==> config.mk <==
export PLATFORM = sky130hd
export DESIGN_NAME = pc_upstream_arbiter
export DESIGN_NICKNAME = d
export VERILOG_FILES = /design/src/rtl/pc_upstream_pkg.sv /design/src/rtl/pc_upstream_arbiter_rr.sv /design/src/rtl/pc_upstream_arbiter.sv
export SDC_FILE = /design/constraint.sdc
export NUM_CORES = 1
export LEC_CHECK = 0
export CAP_MARGIN = 5
export CORE_AREA = 2 2 105 107
export DETAILED_ROUTE_END_ITERATION = 8
export DIE_AREA = 0 0 107 109
export PLACE_DENSITY = 0.89
export RECOVER_POWER = 100
export SYNTH_ARGS = -nofsm -noshare
export SYNTH_HDL_FRONTEND = slang
export SYNTH_SLANG_ARGS = --single-unit
==> constraint.sdc <==
create_clock -name clk -period 5.38 [get_ports clk]
set_input_delay 0.538 -clock clk [delete_from_list [all_inputs] [get_ports clk]]
set_output_delay 0.538 -clock clk [all_outputs]
set_load 0.01 [all_outputs]
==> src/rtl/pc_upstream_pkg.sv <==
// Shared types and constants for the PC upstream packer: field widths, stream codes,
// chunk-count helper and the packer state encoding.
package pc_upstream_pkg;

    localparam int unsigned NPCcodeDefault = 8;
    localparam int unsigned NPCdataDefault = 24;

    localparam logic [7:0] HB_CODE = 8'd13;
    localparam logic [7:0] SF_CODE = 8'd14;

    // Number of chunk_w-bit chunks needed to carry a w-bit producer word.
    function automatic int unsigned words_for_width(input int unsigned w,
                                                    input int unsigned chunk_w);
        return (w + chunk_w - 1) / chunk_w;
    endfunction

    typedef enum logic {
        StIdle,
        StSend
    } state_e;

endpackage

==> src/rtl/pc_upstream_arbiter_rr.sv <==
// Combinational round-robin picker: first set request at or above the pointer, wrapping.
// The pointer register is owned by the parent.
module rr_arbiter #(
    parameter int unsigned N = 4,
    localparam int unsigned IdxW = (N > 1) ? $clog2(N) : 1
) (
    input  logic [N-1:0]    req_i,
    input  logic [IdxW-1:0] ptr_i,
    input  logic            en_i,
    output logic [N-1:0]    gnt_o,
    output logic [IdxW-1:0] gnt_idx_o,
    output logic            gnt_valid_o
);

    int unsigned     j;
    logic [IdxW-1:0] j_idx;
    logic            found;

    always_comb begin
        gnt_o       = '0;
        gnt_idx_o   = '0;
        gnt_valid_o = 1'b0;
        found       = 1'b0;
        j           = 0;
        j_idx       = '0;
        if (en_i) begin
            for (int unsigned k = 0; k < N; k++) begin
                j     = (32'(ptr_i) + k) % N;
                j_idx = IdxW'(j);
                if (!found && req_i[j_idx]) begin
                    found        = 1'b1;
                    gnt_o[j_idx] = 1'b1;
                    gnt_idx_o    = j_idx;
                end
            end
        end
        gnt_valid_o = found;
    end

endmodule

==> src/rtl/pc_upstream_arbiter.sv <==
// N-channel round-robin upstream packer: grants one producer word, then emits it as
// NWORDS code-tagged payload chunks, least-significant chunk first.
module pc_upstream_arbiter
    import pc_upstream_pkg::*;
#(
    parameter int unsigned           NCH     = 4,
    parameter int unsigned           NPCcode = NPCcodeDefault,
    parameter int unsigned           NPCdata = NPCdataDefault,
    parameter int unsigned           NIN     = 48,
    parameter logic [NCH*NPCcode-1:0] CODES  = {8'd16, 8'd15, SF_CODE, HB_CODE},
    parameter logic [NCH*4-1:0]      NWORDS  = {4'd2, 4'd2, 4'd2, 4'd2}
) (
    input  logic                 clk,
    input  logic                 reset,
    input  logic [NCH*NIN-1:0]   in_d,
    input  logic [NCH-1:0]       in_v,
    output logic [NCH-1:0]       in_a,
    input  logic [NCH-1:0]       ch_en,
    output logic [NPCcode-1:0]   out_code,
    output logic [NPCdata-1:0]   out_payload,
    output logic                 out_v,
    input  logic                 out_a,
    output logic                 busy
);

    localparam int unsigned IdxW     = (NCH > 1) ? $clog2(NCH) : 1;
    localparam int unsigned MaxWords = words_for_width(NIN, NPCdata);
    localparam int unsigned StageW   = MaxWords * NPCdata;

    if (NCH < 2) begin : g_bad_nch
        $error("pc_upstream_arbiter: NCH must be at least 2");
    end
    for (genvar i = 0; i < NCH; i++) begin : g_chk_words
        if (NWORDS[i*4 +: 4] == 4'd0 || int'(NWORDS[i*4 +: 4]) > int'(MaxWords)) begin : g_bad
            $error("pc_upstream_arbiter: NWORDS field %0d out of range", i);
        end
    end

    state_e              state_q, state_d;
    logic                out_v_q, out_v_d;
    logic [NPCcode-1:0]  code_q, code_d;
    logic [NPCdata-1:0]  payload_q, payload_d;
    logic [StageW-1:0]   stage_q, stage_d;
    logic [3:0]          words_left_q, words_left_d;
    logic [IdxW-1:0]     ptr_q, ptr_d;

    logic [NCH-1:0]      gnt;
    logic [IdxW-1:0]     gnt_idx;
    logic                gnt_valid;
    logic [StageW-1:0]   chan_word;

    rr_arbiter #(
        .N (NCH)
    ) u_rr (
        .req_i       (in_v & ch_en),
        .ptr_i       (ptr_q),
        .en_i        (state_q == StIdle),
        .gnt_o       (gnt),
        .gnt_idx_o   (gnt_idx),
        .gnt_valid_o (gnt_valid)
    );

    assign chan_word = StageW'(in_d[gnt_idx*NIN +: NIN]);

    always_comb begin
        state_d      = state_q;
        out_v_d      = out_v_q;
        code_d       = code_q;
        payload_d    = payload_q;
        stage_d      = stage_q;
        words_left_d = words_left_q;
        ptr_d        = ptr_q;
        case (state_q)
            StIdle: begin
                if (gnt_valid) begin
                    // Stage keeps only the not-yet-sent chunks; bits above NIN are zero.
                    payload_d    = chan_word[NPCdata-1:0];
                    stage_d      = chan_word >> NPCdata;
                    code_d       = CODES[gnt_idx*NPCcode +: NPCcode];
                    words_left_d = NWORDS[gnt_idx*4 +: 4];
                    ptr_d        = (gnt_idx == IdxW'(NCH - 1)) ? '0 : gnt_idx + IdxW'(1);
                    out_v_d      = 1'b1;
                    state_d      = StSend;
                end
            end
            StSend: begin
                if (out_a) begin
                    if (words_left_q == 4'd1) begin
                        out_v_d = 1'b0;
                        state_d = StIdle;
                    end else begin
                        payload_d    = stage_q[NPCdata-1:0];
                        stage_d      = stage_q >> NPCdata;
                        words_left_d = words_left_q - 4'd1;
                    end
                end
            end
            default: state_d = StIdle;
        endcase
    end

    always_ff @(posedge clk or negedge reset) begin
        if (!reset) begin
            state_q      <= StIdle;
            out_v_q      <= 1'b0;
            code_q       <= '0;
            payload_q    <= '0;
            stage_q      <= '0;
            words_left_q <= '0;
            ptr_q        <= '0;
        end else begin
            state_q      <= state_d;
            out_v_q      <= out_v_d;
            code_q       <= code_d;
            payload_q    <= payload_d;
            stage_q      <= stage_d;
            words_left_q <= words_left_d;
            ptr_q        <= ptr_d;
        end
    end

    assign in_a        = gnt;
    assign out_v       = out_v_q;
    assign out_code    = code_q;
    assign out_payload = payload_q;
    assign busy        = (state_q == StSend);

`ifndef SYNTHESIS
    a_out_stable: assert property (@(posedge clk) disable iff (!reset)
        out_v && !out_a |=> out_v && $stable(out_code) && $stable(out_payload));
    a_ack_onehot0: assert property (@(posedge clk) disable iff (!reset) $onehot0(in_a));
    a_ack_idle_only: assert property (@(posedge clk) disable iff (!reset)
        (state_q != StIdle) |-> (in_a == '0));
`endif

endmodule

### Yosys cells after proc, flatten, opt, wreduce, memory -nomap -nowiden

Cells that the tools add are included.

* output and inout bits: 38
* bits in registers: 88
* logic and storage cells: 106

* $lt $le $gt $ge: 8
* add/subtract/negate cells: 5
* equal/unequal tests: 6
* reduce and logical (&&, ||, !) cells: 13
* mux-type cells: 58
* multipliers: 1
* shift operators: 3
* bitwise gates (word level): 5

Operators by type and width (count)
* variable part select 192 x 9 -> 48 bit: 1
* two-way mux 48 bit: 3
* case mux 48 bit (2 select lines): 1
* two-way mux 24 bit: 3
* case mux 24 bit (2 select lines): 1
* two-way mux 4 bit: 11
* variable part select 32 x 6 -> 8 bit, first input constant: 1
* two-way mux 1 bit: 22
* variable part select 16 x 5 -> 4 bit, first input constant: 1
* less-than comparator 2 x 3 -> 1 bit, second input constant: 4
* two-way mux 2 bit: 6
* OR 4 bit: 3
* binary-select mux 1 bit (select 2 bit): 4
* demux 1 bit (select 2 bit): 4
* >= comparator 2 x 1 -> 1 bit, second input constant: 4
* case mux 4 bit (2 select lines): 1
* logical AND 1 bit: 7
* inequality test 2 bit, second input constant: 3
* AND reduction 3 bit: 2
* adder 2 x 1 -> 2 bit, second input constant: 2
* adder 2 bit, second input constant: 2
* bitwise AND 4 bit: 1
* == test 4 x 1 -> 1 bit, second input constant: 1
* multiplier 2 x 2 -> 4 bit, second input constant: 1
* other kinds (7): 10

### Longest topological paths before layout

* word-level depth: 21
* depth in mapped cells: 12
* mapped depth without buffers: 10

### Cells and area by module

From an unflattened synthesis, not the netlist that was laid out.

* cell total of the unflattened synthesis: 396
* area total of the unflattened synthesis: 4539.4 sq um

Modules (own cells, without submodules)
* pc_upstream_arbiter: area an instance 3853.7 sq um, cells each 311, seq. area each 1476.4 sq um, times used 1
* rr_arbiter: area an instance 685.7 sq um, cells each 85, seq. area each 0.0 sq um, times used 1

### Worst setup path before layout

Ideal clock, no wire load.

* kind: register to register
* start: register, netlist name out_code[0]
* end: register code_q[4] (netlist: out_code[4])
* stages on the path, launching flop included: 11
* period minus slack after synthesis: 2.902 ns
* arrival time: 2.778 ns
* setup time: 0.125 ns
* setup slack: 2.478 ns
* path through: dfrtp_1 -> inv_2 -> ha_1 -> mux4_2 -> nor2b_4 -> nor2_4 -> mux2i_4 -> buf_2 -> inv_1 -> ha_1 -> mux2_2

RTL lines
* end signal: assignment: line pc_upstream_arbiter.sv:114 `code_q <= code_d;`
* end: declaration: line pc_upstream_arbiter.sv:41 `logic [NPCcode-1:0] code_q, code_d;`

==> impl_metrics.env <==
export IMPL_track_usage_pct=28.3
export IMPL_cts_htree_levels=3
export IMPL_ctsResizeCount=0
export IMPL_finalClockSkew_ns=0.0101
export IMPL_required_ns=5.56
export IMPL_clk_pin_slew_ns=0.07
export IMPL_max_freq_mhz=219
export IMPL_slowest_stage="dfrtp_1"
export IMPL_netlist_area_mm2=0.00447
export IMPL_endpoint_kind="register"
export IMPL_nets=922
export IMPL_yosys_warnings=0
export IMPL_postSynthCellCount=490
export IMPL_grt_max_degree=60
export IMPL_diodes=0
export IMPL_numCtsBuffers=9
export IMPL_final_util_pct=66.6
export IMPL_viasPerCell=5.86
export IMPL_num_io_pins=241
export IMPL_layout_cells_non_filler=851
export IMPL_p_leak_nw=3.08
export IMPL_p_per_area_mw_per_mm2=407
export IMPL_ant_nets=0
export IMPL_placedCellCount=836
export IMPL_cp_start_kind="register"
export IMPL_critPathTopFamily="buffers and inverters"
export IMPL_clk_latency_ns=0.33
export IMPL_drive_above_1_share_pct=7.03
export IMPL_wl_per_cell_um=19.9
export IMPL_cp_startpoint="out_code[0]"
export IMPL_maxSlewHeadroom_pct=-110
export IMPL_maxSlewViolCount=149
export IMPL_portBuffers=237
export IMPL_drv_cap=3
export IMPL_wl_mm=16.9
export IMPL_status="finished with violations"
export IMPL_yosys_register_bits=58
export IMPL_synth_edf_count=0
export IMPL_critPathKind="reg2reg"
export IMPL_ys_seq_area_share_pct=32.5
export IMPL_post_route_drc_count=0
export IMPL_first_pass_iters=5
export IMPL_tritoncts="built"
export IMPL_setup_tns_ns=0
export IMPL_syn_area_per_cell_um2=9.13
export IMPL_grt_pass1_wl_mm=25.7
export IMPL_finalHoldViolCount=0
export IMPL_vdd_ir_drop_max_mv=0.355
export IMPL_initial_core_util_pct=42.2
export IMPL_ys_types=46
export IMPL_finalSetupViolations=0
export IMPL_r2r_start="out_code[0]"
export IMPL_grt_overflow=0
export IMPL_arrival_ns=4.74
export IMPL_holdCritStartpoint="out_v"
export IMPL_gp_congestion=0.907
export IMPL_cp_slowest_stage_delay_ns=0.87
export IMPL_rows=38
export IMPL_violations="max-capacitance violations, max-slew violations"
export IMPL_clock_root_buffer="clkbuf_8"
export IMPL_ys_flop_type="dfrtp_1"
export IMPL_fill_cells=822
export IMPL_die_area_mm2=0.0117
export IMPL_syn_to_final_growth_pct=57.8
export IMPL_dp_hpwl_mm=12.9
export IMPL_chipHeight_um=109
export IMPL_post_cts_buffers=0
export IMPL_ys_async_sr_fraction_pct=100
export IMPL_ctsHoldBuffers=0
export IMPL_worst_slack_ns=0.820
export IMPL_path_max_fanout=27
export IMPL_rsz0062_at_grt="false"
export IMPL_die_x_um=107
export IMPL_grt_pass1_vias=5072
export IMPL_drt_iter0_markers=460
export IMPL_holdWs_ns=0.485
export IMPL_dr_total_vias=4988
export IMPL_crit_path_cell_trace="inv_1, ha_1, inv_1, a31oi_1, a32oi_2, buf_4, or2_1, inv_2, clkbuf_2, ha_1, nand2_1, o21ai_0"
export IMPL_clock_sink_count=58
export IMPL_worst_slew_pin_slew_ns=3.15
export IMPL_clockBufferDepth=2
export IMPL_period_needed_ns=4.56
export IMPL_path_buf_inv=5
export IMPL_hp_class="reg2reg"
export IMPL_dp_slack_ns=1.17
export IMPL_core_mm2=0.0106
export IMPL_antenna_found_initial=0
export IMPL_period_share_pct=84.8
-- metrics by stage --
stage | area, um2 | total power [mW]
CTS | 7070 | 2.91
floorplan | 4480 | 1.82
global route | 7060 | 3.05
global placement | 6870 | 2.40
finish | 7060 | 2.87
detailed placement | 6870 | 2.48
-- metal layers --
layer	track usage (%)	vias to the layer above	part of all wire (%)
met5	0	-	0
met4	9.09	0	2.0
met3	5.68	29	9.8
met2	50.6	300	51
met1	34.3	2376	37
li1	-	2283	-
-- final timing paths --
check,cells after the start,to,slack [ns]
worst max-delay path,12,ptr_q[1],0.82
worst min-delay path,2,out_v,0.49
worst max register to register,12,ptr_q[1],0.82
worst min register to register,2,out_v,0.49
max in group asynchronous,2,busy,2.02
min in group asynchronous,2,out_payload[23],1.35
-- state kept, by name, indices dropped and copies added, names as in the netlist --
name          count
busy              1
out_code          3
out_payload      24
out_v             1
ptr_q             1
stage_q          24
words_left_q      4
-- tightest hold or removal path: cells and delay by family, from the launching register on --
kind,cells,cell delay (ns)
flip-flops,1,0.34
AND/OR/NAND/NOR,2,0.11
-- final cells by class --
cell class / instances / area (um2) / area share (%)
sequential: 58 / 1450 / 20.6
tap: 140 / 175 / 2.48
timing repair buffer: 245 / 2420 / 34.3
clock buffer: 13 / 169 / 2.39
clock inverter: 2 / 35.0 / 0.496
multi-input combinational: 386 / 2780 / 39.4
inverter: 7 / 26.3 / 0.372
-- cell families (layout without fill, tap and decap cells) --
family	count (synthesis)	count (layout)	synth area share, %
other	1	3	0.0839
muxes	76	76	17.9
xor gates and xnor gates	4	4	1.20
DFF	58	58	32.5
adders and majority gates	12	12	3.36
AOI/OAI and AO/OA	122	122	23.4
and+or+nand+nor	169	169	16.0
buffers and inverters	48	267	5.57
-- layout by cell type (no fill, tap or decap), drive strengths merged, types with 2 or more instances in the layout --
master         instances
nand2                115
or2                    2
nand3                 27
nor2                  12
a311oi                24
dfrtp                 58
clkdlybuf4s50        202
buf                    6
clkbuf                16
inv                    7
xnor2                  3
o221ai                24
dlygate4sd3           34
and2                   4
ha                    12
o21ai                 34
a222oi                 4
mux4                   2
nor3                   4
conb                   3
or3                    2
a21oi                  6
a221oi                24
mux2i                 73
-- synthesized netlist by cell type, types with 2 or more instances --
master	number	share of area, %
buf_2	10	1.1
a311oi_1	19	3.7
mux2i_1	72	16
clkbuf_1	15	1.3
dfrtp_1	58	32
mux4_2	2	1.0
nor3_1	4	0.45
o21ai_0	29	3.2
nand3_1	27	3.0
and2_1	4	0.56
xnor2_1	2	0.39
nor2_1	11	0.92
inv_2	2	0.17
buf_1	4	0.34
ha_1	12	3.4
buf_4	8	1.3
buf_6	3	0.76
o21ai_2	2	0.39
a221oi_1	14	2.7
or3_1	2	0.28
o221ai_1	24	4.7
o21ai_1	3	0.34
inv_1	5	0.42
a311oi_2	5	1.7
a222oi_1	4	0.90
a21oi_1	6	0.67
a221oi_2	10	3.4
nand2_1	115	9.7
-- where the power goes --
part / switching [mW] / internal [mW]
Clock: 0.169 / 0.249
Sequential: 0.211 / 0.632
Combinational: 0.856 / 0.756
(Power assumes the default switching activity.)
